<file path="src/rtl/fifo_uart_tx_pkg.sv">
// Shared types and line levels for the FIFO-fed UART transmitter.
package fifo_uart_tx_pkg;

    typedef enum logic [2:0] {
        StIdle,
        StFetch,
        StLoad,
        StStart,
        StData,
        StParity,
        StStop
    } tx_state_t;

    localparam logic LevelIdle  = 1'b1;
    localparam logic LevelStart = 1'b0;

endpackage

</file>
<file path="src/rtl/uart_bit_timer.sv">
// Baud counter: counts 0..CLKS_PER_BIT-1 and flags the last cycle of each bit period.
module uart_bit_timer #(
    parameter int unsigned CLKS_PER_BIT = 16
) (
    input  logic clk,
    input  logic rst_n,
    input  logic clear,
    output logic bit_end
);

    localparam int unsigned CntW = (CLKS_PER_BIT > 1) ? $clog2(CLKS_PER_BIT) : 1;
    localparam logic [CntW-1:0] CntMax = CntW'(CLKS_PER_BIT - 1);

    logic [CntW-1:0] cnt_q;

    always_ff @(posedge clk or negedge rst_n) begin
        if (!rst_n) begin
            cnt_q <= '0;
        end else if (clear || (cnt_q == CntMax)) begin
            cnt_q <= '0;
        end else begin
            cnt_q <= cnt_q + CntW'(1);
        end
    end

    assign bit_end = (cnt_q == CntMax);

endmodule

</file>
<file path="src/rtl/fifo_uart_tx.sv">
// FIFO read-side UART transmitter: pops one word per frame and sends start, data LSB-first,
// optional even parity (FIFO_UART_TX_PARITY_EN) and stop.
module fifo_uart_tx
    import fifo_uart_tx_pkg::*;
#(
    parameter int unsigned DATA_WIDTH   = 8,
    parameter int unsigned CLKS_PER_BIT = 16
) (
    input  logic                  clk,
    input  logic                  rst_n,
    input  logic                  tx_enable,
    input  logic                  fifo_empty,
    output logic                  fifo_rd_en,
    input  logic [DATA_WIDTH-1:0] fifo_dout,
    output logic                  tx,
    output logic                  busy,
    output logic                  frame_done
);

    localparam int unsigned BitW = $clog2(DATA_WIDTH) + 1;
    localparam logic [BitW-1:0] LastBit = BitW'(DATA_WIDTH - 1);

    tx_state_t             state_q;
    logic [DATA_WIDTH-1:0] shift_q;
    logic [DATA_WIDTH-1:0] shift_next;
    logic [BitW-1:0]       bit_cnt_q;
    logic                  bit_end;
    logic                  timer_clear;
`ifdef FIFO_UART_TX_PARITY_EN
    logic                  parity_q;
`endif

    // Restart the baud counter so the start bit gets a full period.
    assign timer_clear = (state_q == StLoad);
    assign shift_next  = shift_q >> 1;
    assign busy        = (state_q != StIdle);
    assign frame_done  = (state_q == StStop) && bit_end;

    uart_bit_timer #(
        .CLKS_PER_BIT(CLKS_PER_BIT)
    ) u_bit_timer (
        .clk    (clk),
        .rst_n  (rst_n),
        .clear  (timer_clear),
        .bit_end(bit_end)
    );

    always_ff @(posedge clk or negedge rst_n) begin
        if (!rst_n) begin
            state_q    <= StIdle;
            tx         <= LevelIdle;
            fifo_rd_en <= 1'b0;
            shift_q    <= '0;
            bit_cnt_q  <= '0;
`ifdef FIFO_UART_TX_PARITY_EN
            parity_q   <= 1'b0;
`endif
        end else begin
            fifo_rd_en <= 1'b0;
            unique case (state_q)
                StIdle: begin
                    if (tx_enable && !fifo_empty) begin
                        state_q    <= StFetch;
                        fifo_rd_en <= 1'b1;
                    end
                end
                StFetch: begin
                    state_q <= StLoad;
                end
                StLoad: begin
                    shift_q   <= fifo_dout;
                    bit_cnt_q <= '0;
`ifdef FIFO_UART_TX_PARITY_EN
                    parity_q  <= ^fifo_dout;
`endif
                    state_q   <= StStart;
                    tx        <= LevelStart;
                end
                StStart: begin
                    if (bit_end) begin
                        state_q <= StData;
                        tx      <= shift_q[0];
                    end
                end
                StData: begin
                    if (bit_end) begin
                        shift_q <= shift_next;
                        if (bit_cnt_q == LastBit) begin
`ifdef FIFO_UART_TX_PARITY_EN
                            state_q <= StParity;
                            tx      <= parity_q;
`else
                            state_q <= StStop;
                            tx      <= LevelIdle;
`endif
                        end else begin
                            bit_cnt_q <= bit_cnt_q + BitW'(1);
                            tx        <= shift_next[0];
                        end
                    end
                end
                StParity: begin
`ifdef FIFO_UART_TX_PARITY_EN
                    if (bit_end) begin
                        state_q <= StStop;
                        tx      <= LevelIdle;
                    end
`else
                    state_q <= StIdle;
                    tx      <= LevelIdle;
`endif
                end
                StStop: begin
                    if (bit_end) begin
                        state_q <= StIdle;
                        tx      <= LevelIdle;
                    end
                end
                default: begin
                    state_q <= StIdle;
                    tx      <= LevelIdle;
                end
            endcase
        end
    end

endmodule

</file>
<file path="config.mk">
export PLATFORM = sky130hd
export DESIGN_NAME = fifo_uart_tx
export DESIGN_NICKNAME = d
export VERILOG_FILES = /design/src/rtl/fifo_uart_tx_pkg.sv /design/src/rtl/uart_bit_timer.sv /design/src/rtl/fifo_uart_tx.sv
export SDC_FILE = /design/constraint.sdc
export NUM_CORES = 1
export LEC_CHECK = 0
export ABC_AREA = 1
export CAP_MARGIN = 10
export CORE_MARGIN = 2
export CORE_UTILIZATION = 52
export CTS_BUF_LIST = sky130_fd_sc_hd__clkbuf_4 sky130_fd_sc_hd__clkbuf_8
export DETAILED_ROUTE_END_ITERATION = 10
export PLACE_DENSITY = 0.76
export SLEW_MARGIN = 10
export SYNTH_ARGS = -nofsm -noshare
export SYNTH_HDL_FRONTEND = slang
export SYNTH_HIERARCHICAL = 1
export SYNTH_SLANG_ARGS = --single-unit
</file>
<file path="constraint.sdc">
create_clock -name clk -period 1.9 [get_ports clk]
set_input_delay 0.475 -clock clk [delete_from_list [all_inputs] [get_ports clk]]
set_output_delay 0.475 -clock clk [all_outputs]
set_load 0.1 [all_outputs]
</file>
* Word-level counts from Yosys, hierarchy flattened
Index checks and enable logic that the tools add are counted.
** Word-level totals
- Bits in registers :: 21
- Input bits :: 12
- Output and inout bits :: 4
- Logic and storage cells :: 53
** Cells by class
- Add/sub/neg operators :: 2
- Equal/unequal tests :: 13
- Muxes and demuxes :: 19
- Bitwise gates (word level) :: 1
- Reduce and logical (&&, ||, !) cells :: 12
** Operators by type and width (number)
- $pmux 3 s6 :: 1
- $pmux 8 s2 :: 1
- $mux 3 :: 5
- $mux 4 :: 3
- $ne 2x2->1 const B :: 6
- $add 4x1->4 const B :: 2
- $mux 8 :: 1
- $pmux 4 s2 :: 1
- $eq 3x2->1 const B :: 2
- $eq 3x3->1 const B :: 2
- $mux 1 :: 6
- $pmux 1 s5 :: 1
- $reduce_and 5->1 :: 1
- $eq 4x3->1 const B :: 1
- $eq 4x4->1 const B :: 1
- $reduce_and 4->1 :: 1
- $eq 3x1->1 const B :: 1
- $logic_not 3->1 :: 1
- $reduce_and 3->1 :: 1
- $reduce_bool 3->1 :: 1
- $logic_and 1x1->1 :: 2
- $reduce_and 2->1 :: 1
- $reduce_bool 2->1 :: 1
- $reduce_or 2->1 :: 1
- other kinds (3) :: 3

* Longest topological paths before layout
Gate-level depths: netlist (run 1).
- Word-level depth :: 4
- Depth in mapped cells :: 9
- Depth with buffers taken out :: 9

* Hierarchy
Netlist (run 1), hierarchy kept.
** By module, submodules not included
- fifo_uart_tx :: times used 1, cells an instance 127, area an instance 989.7 um^2, sequential area each 426.7 um^2
- uart_bit_timer :: times used 1, cells an instance 19, area an instance 192.7 um^2, sequential area each 100.1 um^2

* Worst setup path before layout (run 1)
No wires, ideal clock.
- Path type :: reg2out
- Start :: register u_bit_timer.cnt_q[0]
- End :: output frame_done
- Data arrival time :: 2.398 ns
- Required time :: 1.425 ns
- Path slack :: -0.973 ns
- Cell stages (with the launch flop) :: 6
- Path buffers :: 0
- Path through :: dfrtp_1 ha_1 nand2_2 nor2_1 inv_1 nor2_1
** On the way
- Cells in the longest elaborated chain, start to end :: 2
** Ends and longest elaborated chain
- start: declaration :: RTL line uart_bit_timer.sv:14 : logic [CntW-1:0] cnt_q;
- start signal: assignment :: RTL line uart_bit_timer.sv:22 : cnt_q <= cnt_q + CntW'(1);
- $eq 4x4->1 :: RTL line uart_bit_timer.sv:26 : assign bit_end = (cnt_q == CntMax);
- named net bit_end :: RTL line fifo_uart_tx.sv:27 : logic bit_end;
- $logic_and 1x1->1 :: RTL line fifo_uart_tx.sv:37 : assign frame_done = (state_q == StStop) && bit_end;
- end: declaration :: RTL line fifo_uart_tx.sv:17 : output logic frame_done
The timed path passes the listed nets, and every way through them passes these cells.

* Worst setup path in the final report (run 1)
- Start :: register state_q[1]
- End :: output frame_done
** On the way
- Cells in the longest elaborated chain, start to end :: 2
** Ends and longest elaborated chain
- start: declaration :: RTL line fifo_uart_tx.sv:23 : tx_state_t state_q;
- start signal: assignment :: RTL line fifo_uart_tx.sv:50 : state_q <= StIdle;
- start signal: assignment :: RTL line fifo_uart_tx.sv:63 : state_q <= StFetch;
- start signal: assignment :: RTL line fifo_uart_tx.sv:68 : state_q <= StLoad;
- $eq 3x3->1 :: RTL line fifo_uart_tx.sv:37
- $logic_and 1x1->1 :: RTL line fifo_uart_tx.sv:37
No other way between the ends.

==> reports/summary.txt, run 1 <==
Synthesis-stage register bit count = 21
Main synth FF type = dfrtp_1
Post-route setup slack = -40.4 ps
FP Rows = 17
Area of the die = 2670 um^2
Commonest cells after routing, fill and taps aside = nand2_1 (39), dfrtp_1 (20), nand3_1 (15), inv_1 (14)
Status = finished with violations
Crit-path max cell delay = 570 ps
Asr flop ratio synth = 1.00
Req. time, crit path = 1420 ps
Top cells by area, synth = dfrtp_1 (42%), nand2_1 (12%), nand3_1 (6.3%), inv_1 (4.8%), nor2_1 (4.1%)
CTS tree = built
Minimum clock period = 1940 ps
Violated checks = setup timing
Leak = 0.712 nW
Crit path cell chain = nand3_1, nor2_4, buf_12
Starting Density = 0.540
Global-route wire length before repair = 4.15 mm
Clock skew = 1.63 ps
Cell taking the most area after synthesis = dfrtp_1
Synth warnings = 6
Peak supply drop = 0.407 mV
Syn nets = 160
CP endpoint kind = output pin
Largest net degree at the start of global routing = 22
Core footprint = 2190 um^2
Slew Viols, Final = 0
CTS sink cnt = 21
Number of global-route vias before repair = 984
Worst-path clk slew = 120 ps
Synth Area per Inst = 8.10 um^2
Finished Cell Area = 1500 um^2
Buffers on Ports = 15
CP Buf/Inv Count = 1
Total track usage = 0.211
Setup crit start kind = flip-flop
Total Power = 0.000750 W
Cell family with most CP delay = flip-flops
DR iter-0 viols = 37
# H-tree levels = 1
Hold Slack = 497 ps
Register area share after synthesis = 0.446
CP Max Fanout = 8
Clock latency on the worst-skew pair = 310 ps
Chip width = 51.7 um
HPWL after DPL = 1.68 mm
Antenna-violating nets left = 0
DR vias = 1038
WP data arrival = 1470 ps
TritonCTS buffer count = 3
Setup-failing EPs final = 1
Commonest non-fill, non-tap cell in the layout = nand2_1
Slowest CP cell = dfrtp_1
Power per cell area = 501 nW/um^2
RSZ-0062 raised after global routing = true
Hold Fails Final Rpt = 0
CTS root buf = clkbuf_4
Post-Synthesis Cell Area = 1180 um^2
Syn-to-layout area delta = 26.5%
Antenna Cells = 0
Tcrit/Tclk final = 1.02
Post-synth EDFFs = 0
Max Cap Viol = 0
Worst Tran Pin Value = 347 ps
HP Class = input pin to async pin
Final core area utilization = 0.682
Placed Area = 1400 um^2
Routed WL = 2.40 mm
Initial antenna violation count = 0
Setup TNS = -40.4 ps
DRC violations left = 0
Grt ovf = 0
Height of the chip = 51.7 um
Peak Freq = 515 MHz
DRT Pass-1 Iters = 4
Netlist cell types = 26
Detailed-route vias per instance = 5.27
WL/cell = 12.2 um
Num ports = 16
Clock buffer depth = 2
Max-slew headroom = 0.768
Gpl congestion = 0.786
Yosys top cell area share = 0.423
Share of layout cells above drive strength 1 = 0.213
Cells after Synth = 146
Crit path kind = flip-flop to output pin
Total Nets Final = 184
flip-flops by register name, indices dropped and copies added, names as in the netlist:
register	flops
state_q	3
bit_cnt_q	4
shift_q	8
tx	1
u_bit_timer/cnt_q	4
fifo_rd_en	1
kinds of logic (layout without fill, tap and decap cells):
| group | count (synthesis) | in the layout | share of synthesized area |
|---|---|---|---|
| compound gates | 19 | 19 | 0.102 |
| xor+xnor | 1 | 1 | 0.00741 |
| fa+ha+maj | 2 | 2 | 0.0212 |
| flops | 21 | 21 | 0.446 |
| simple gates | 83 | 83 | 0.341 |
| buf+inv | 20 | 43 | 0.0836 |
worst paths after layout:
| check | slack (ps) | start | cells after the start | to |
|---|---|---|---|---|
| worst max-delay path | -40 | state_q[1] | 3 | frame_done |
| worst min-delay path | 500 | rst_n | 2 | fifo_rd_en |
| worst max register to register | 230 | u_bit_timer/cnt_q[0] | 9 | state_q[2] |
| worst min register to register | 500 | tx | 2 | tx |
| max in group asynchronous | 1140 | rst_n | 2 | tx |
| min in group clk | 500 | tx | 2 | tx |
timing repair:
action,CTS,global route
setup buffers,5,1
gates resized for setup,5,0
hold buffers,0,0
setup endpoints to repair,1,1
pin swaps,3,3
layout make-up:
| cell class | instances | area [um^2] |
|---|---|---|
| multi-input cells | 105 | 589 |
| clock inverters | 1 | 7.51 |
| clock buffers | 3 | 22.5 |
| well taps | 28 | 35.0 |
| inverters | 17 | 71.3 |
| fillers | 184 | 696 |
| flip-flops and latches | 21 | 527 |
| repair buffers | 22 | 243 |
metrics by stage:
step | worst slack [ps] | std cells
after floorplan | 8.82 | 146
after CTS | -36.2 | 196
after detailed placement | 102 | 187
final | -40.4 | 197
after global routing | -92.5 | 197
after global placement | 167 | 187
worst reg2reg max path: stages, from the launching register on:
cell	delay (ps)
dfrtp_1	420
ha_4	170
nand2_4	60
nor2_4	130
buf_4	170
nor2_1	50
nor2_1	260
nand3_1	170
nand2_1	100
nand2_1	50
Yosys cell counts, types with 2 or more instances:
master and number:
dfrtp_1 20, o21ai_0 5, nand3_1 15, o21ai_1 9
nor2_1 13, ha_1 2, buf_6 2, inv_1 15
nand2_4 3, nand4_1 5, o21ai_2 2, nand2_2 3
nand2_1 39
report_power, final:
part	internal (W)	switching (W)	leakage [nW]	total (W)
Clock	0.0000803	0.000146	0.0139	0.000227
Sequential	0.000456	0.00000354	0.246	0.000460
Combinational	0.0000325	0.0000307	0.452	0.0000632
per-layer routing:
layer	wire [um]	up-vias	track usage
met5	0	-	0
met4	24	0	0.0570
met3	111	4	0.0632
met2	1240	37	0.389
met1	1020	478	0.235
li1	-	519	-
(Power assumes the default switching activity.)
==> run 2: changes to the inputs <==
Settings changed: CORE_UTILIZATION 52 to 35, PLACE_DENSITY 0.76 to default.
==> run 2 against run 1 <==
Effect of this change: the flow now finishes without violations; power fell by 0.81%; global-route usage is 8.5 points lower; routed wire length down 0.12%; critical path depth grew 3; maximum frequency increased by 4.7%; via count stayed put; utilization is 22 points lower; critical endpoint unchanged; highest routed layer unchanged.
==> reports/summary.txt, run 2 (same netlist as run 1, synthesis figures left out) <==
Max reg flops = 8 (unchanged)
CP endpoint kind = output pin
Chip width = 62.1 um (+20%)
Height of the chip = 62.1 um (+20%)
HP Class = input pin to async pin
Power Internal = 0.000567 W (-0.32%)
WP data arrival = 1380 ps (-90 ps)
# H-tree levels = 1 (unchanged)
Clock skew = 18.6 ps (+17.0 ps)
Reg-to-Reg Start = u_bit_timer/cnt_q[0]
TritonCTS buffer count = 3 (unchanged)
Syn-to-layout area delta = 28.9%
Area of the die = 3860 um^2 (+44%)
Max Cap Viol = 0 (unchanged)
Logic pwr share = 0.084 (about the same)
Routed WL = 2.40 mm (-0.12%)
Antenna-violating nets left = 0 (unchanged)
Total Nets Final = 185 (+0.54%)
Biggest register = shift_q
Max-slew headroom = 0.817 (+0.0482)
HPWL after DPL = 1.72 mm (+2.2%)
Flop pwr share = 0.618 (+0.005)
Core footprint = 3280 um^2 (+50%)
CTS tree = built
Tcrit/Tclk final = 0.976 (-0.0455)
Gpl congestion = 0.808 (+2.8%)
Req. time, crit path = 1420 ps (about the same)
Psw = 0.000176 W (-2.3%)
Clock latency on the worst-skew pair = 310 ps (about the same)
Non-Filler Instances = 216 (+9.6%)
R2R Path End = state_q[2]
Final core area utilization = 0.464 (-0.218)
Reg-to-reg slack, setup = 210 ps (-20 ps)
DR vias = 1038 (unchanged)
Power per cell area = 488 nW/um^2 (-2.7%)
Peak Freq = 539 MHz (+4.7%)
Buffers on Ports = 15 (unchanged)
Setup-failing EPs final = 0 (-1)
Global-route wire length before repair = 4.01 mm (-3.5%)
Number of global-route vias before repair = 985 (+0.10%)
Setup crit start kind = flip-flop
Switching share of power = 0.237 (-0.00372)
Clock power share = 0.297 (-0.005)
Grt ovf = 0 (unchanged)
CP Max Fanout = 2 (-6)
Status = completed
Minimum clock period = 1850 ps (-86.5 ps)
Total track usage = 0.126 (-0.0852)
Multi-input gate area = 589 um^2 (unchanged)
Peak supply drop = 0.219 mV (-46%)
DRT Pass-1 Iters = 4 (unchanged)
Register area = 528 um^2 (+0.24%)
Worst-path clk slew = 130 ps (about the same)
Hold Fails Final Rpt = 0 (unchanged)
CTS sink cnt = 21 (unchanged)
FP Rows = 21 (+4)
Leak = 0.719 nW (+1.1%)
RSZ-0062 raised after global routing = true
Clock buffer depth = 2 (unchanged)
Hold Slack = 482 ps (-14.8 ps)
Initial antenna violation count = 0 (unchanged)
Starting Density = 0.360 (-0.180)
Commonest non-fill, non-tap cell in the layout = nand2_1
Slew Viols, Final = 0 (unchanged)
Largest net degree at the start of global routing = 22 (unchanged)
Worst Tran Pin Value = 275 ps (-72.3 ps)
Hold_buf cts = 0 (unchanged)
Placed Cells = 205 (+9.6%)
Num ports = 16 (unchanged)
WL/cell = 11.1 um (-8.9%)
DR iter-0 viols = 51 (+38%)
Commonest cells after routing, fill and taps aside = nand2_1 (39), dfrtp_1 (19), nand3_1 (15), inv_1 (14)
Crit path kind = flip-flop to output pin
Antenna Cells = 0 (unchanged)
Largest registers = shift_q x8, bit_cnt_q x4, u_bit_timer/cnt_q x4
Share of layout cells above drive strength 1 = 0.224 (+0.0105)
R2R depth = 10 (+1)
CTS root buf = clkbuf_4
Detailed-route vias per instance = 4.81 (-8.8%)
Total Power = 0.000743 W (-0.81%)
DRC violations left = 0 (unchanged)
Filler cell count = 332 (+80%)
## run 2: area by class of cell
cell class	instances	area share
flip-flops and latches	21	0.346
well taps	46	0.0378
clock inverters	1	0.00328
multi-input cells	105	0.387
clock buffers	3	0.0148
repair buffers	23	0.164
inverters	17	0.0468
## run 2: through the flow
stage | instance area (um^2) | TNS (ps) | worst slack, ps
floorplan | 1200 | 0 | 8.82
global placement | 1420 | 0 | 160
detailed placement | 1420 | 0 | 146
CTS | 1500 | -10.7 | -10.7
global route | 1520 | -31.7 | -31.7
finish | 1520 | 0 | 46.1
## run 2: timing repair
| action | in CTS | in global routing |
|---|---|---|
| buffers inserted | 5 | 2 |
| pin swaps | 4 | 3 |
| endpoints found under the setup margin | 1 | 1 |
| gates resized for setup | 4 | 2 |
## run 2: per-layer routing
metal,wire length [um],vias to the layer above,part of all wire,GRT usage
li1,-,519,-,-
met1,1010,481,0.42,0.136
met2,1210,31,0.50,0.234
met3,135,7,0.056,0.0272
met4,40,0,0.017,0.0611
met5,0,-,0,0
## run 2: critical path, stage by stage (launching register included)
cell	delay (ps)
dfrtp_1	430
ha_4	170
nand2_4	50
nor2_4	110
inv_4	50
nor2_4	90
buf_12	180
## run 2: worst max-delay path by stage
stage / startpoint / end / slack [ps] / cells past startpoint
global placement: u_bit_timer/cnt_q[0] / frame_done / 160 / 6
floorplan: u_bit_timer/cnt_q[0] / frame_done / 9 / 5
CTS: u_bit_timer/cnt_q[1] / frame_done / -10 / 6
detailed placement: u_bit_timer/cnt_q[0] / frame_done / 150 / 6
finish: u_bit_timer/cnt_q[0] / frame_done / 50 / 6
global route: u_bit_timer/cnt_q[0] / frame_done / -30 / 6
## run 2: power groups by stage
stage | sequential [W] | combinational [W] | clock [W]
after floorplan | 0.000476 | 0.0000155 | 0
after global routing | 0.000461 | 0.0000695 | 0.000250
after detailed placement | 0.000468 | 0.0000642 | 0
after CTS | 0.000460 | 0.0000646 | 0.000227
after global placement | 0.000468 | 0.0000637 | 0
final | 0.000460 | 0.0000627 | 0.000221
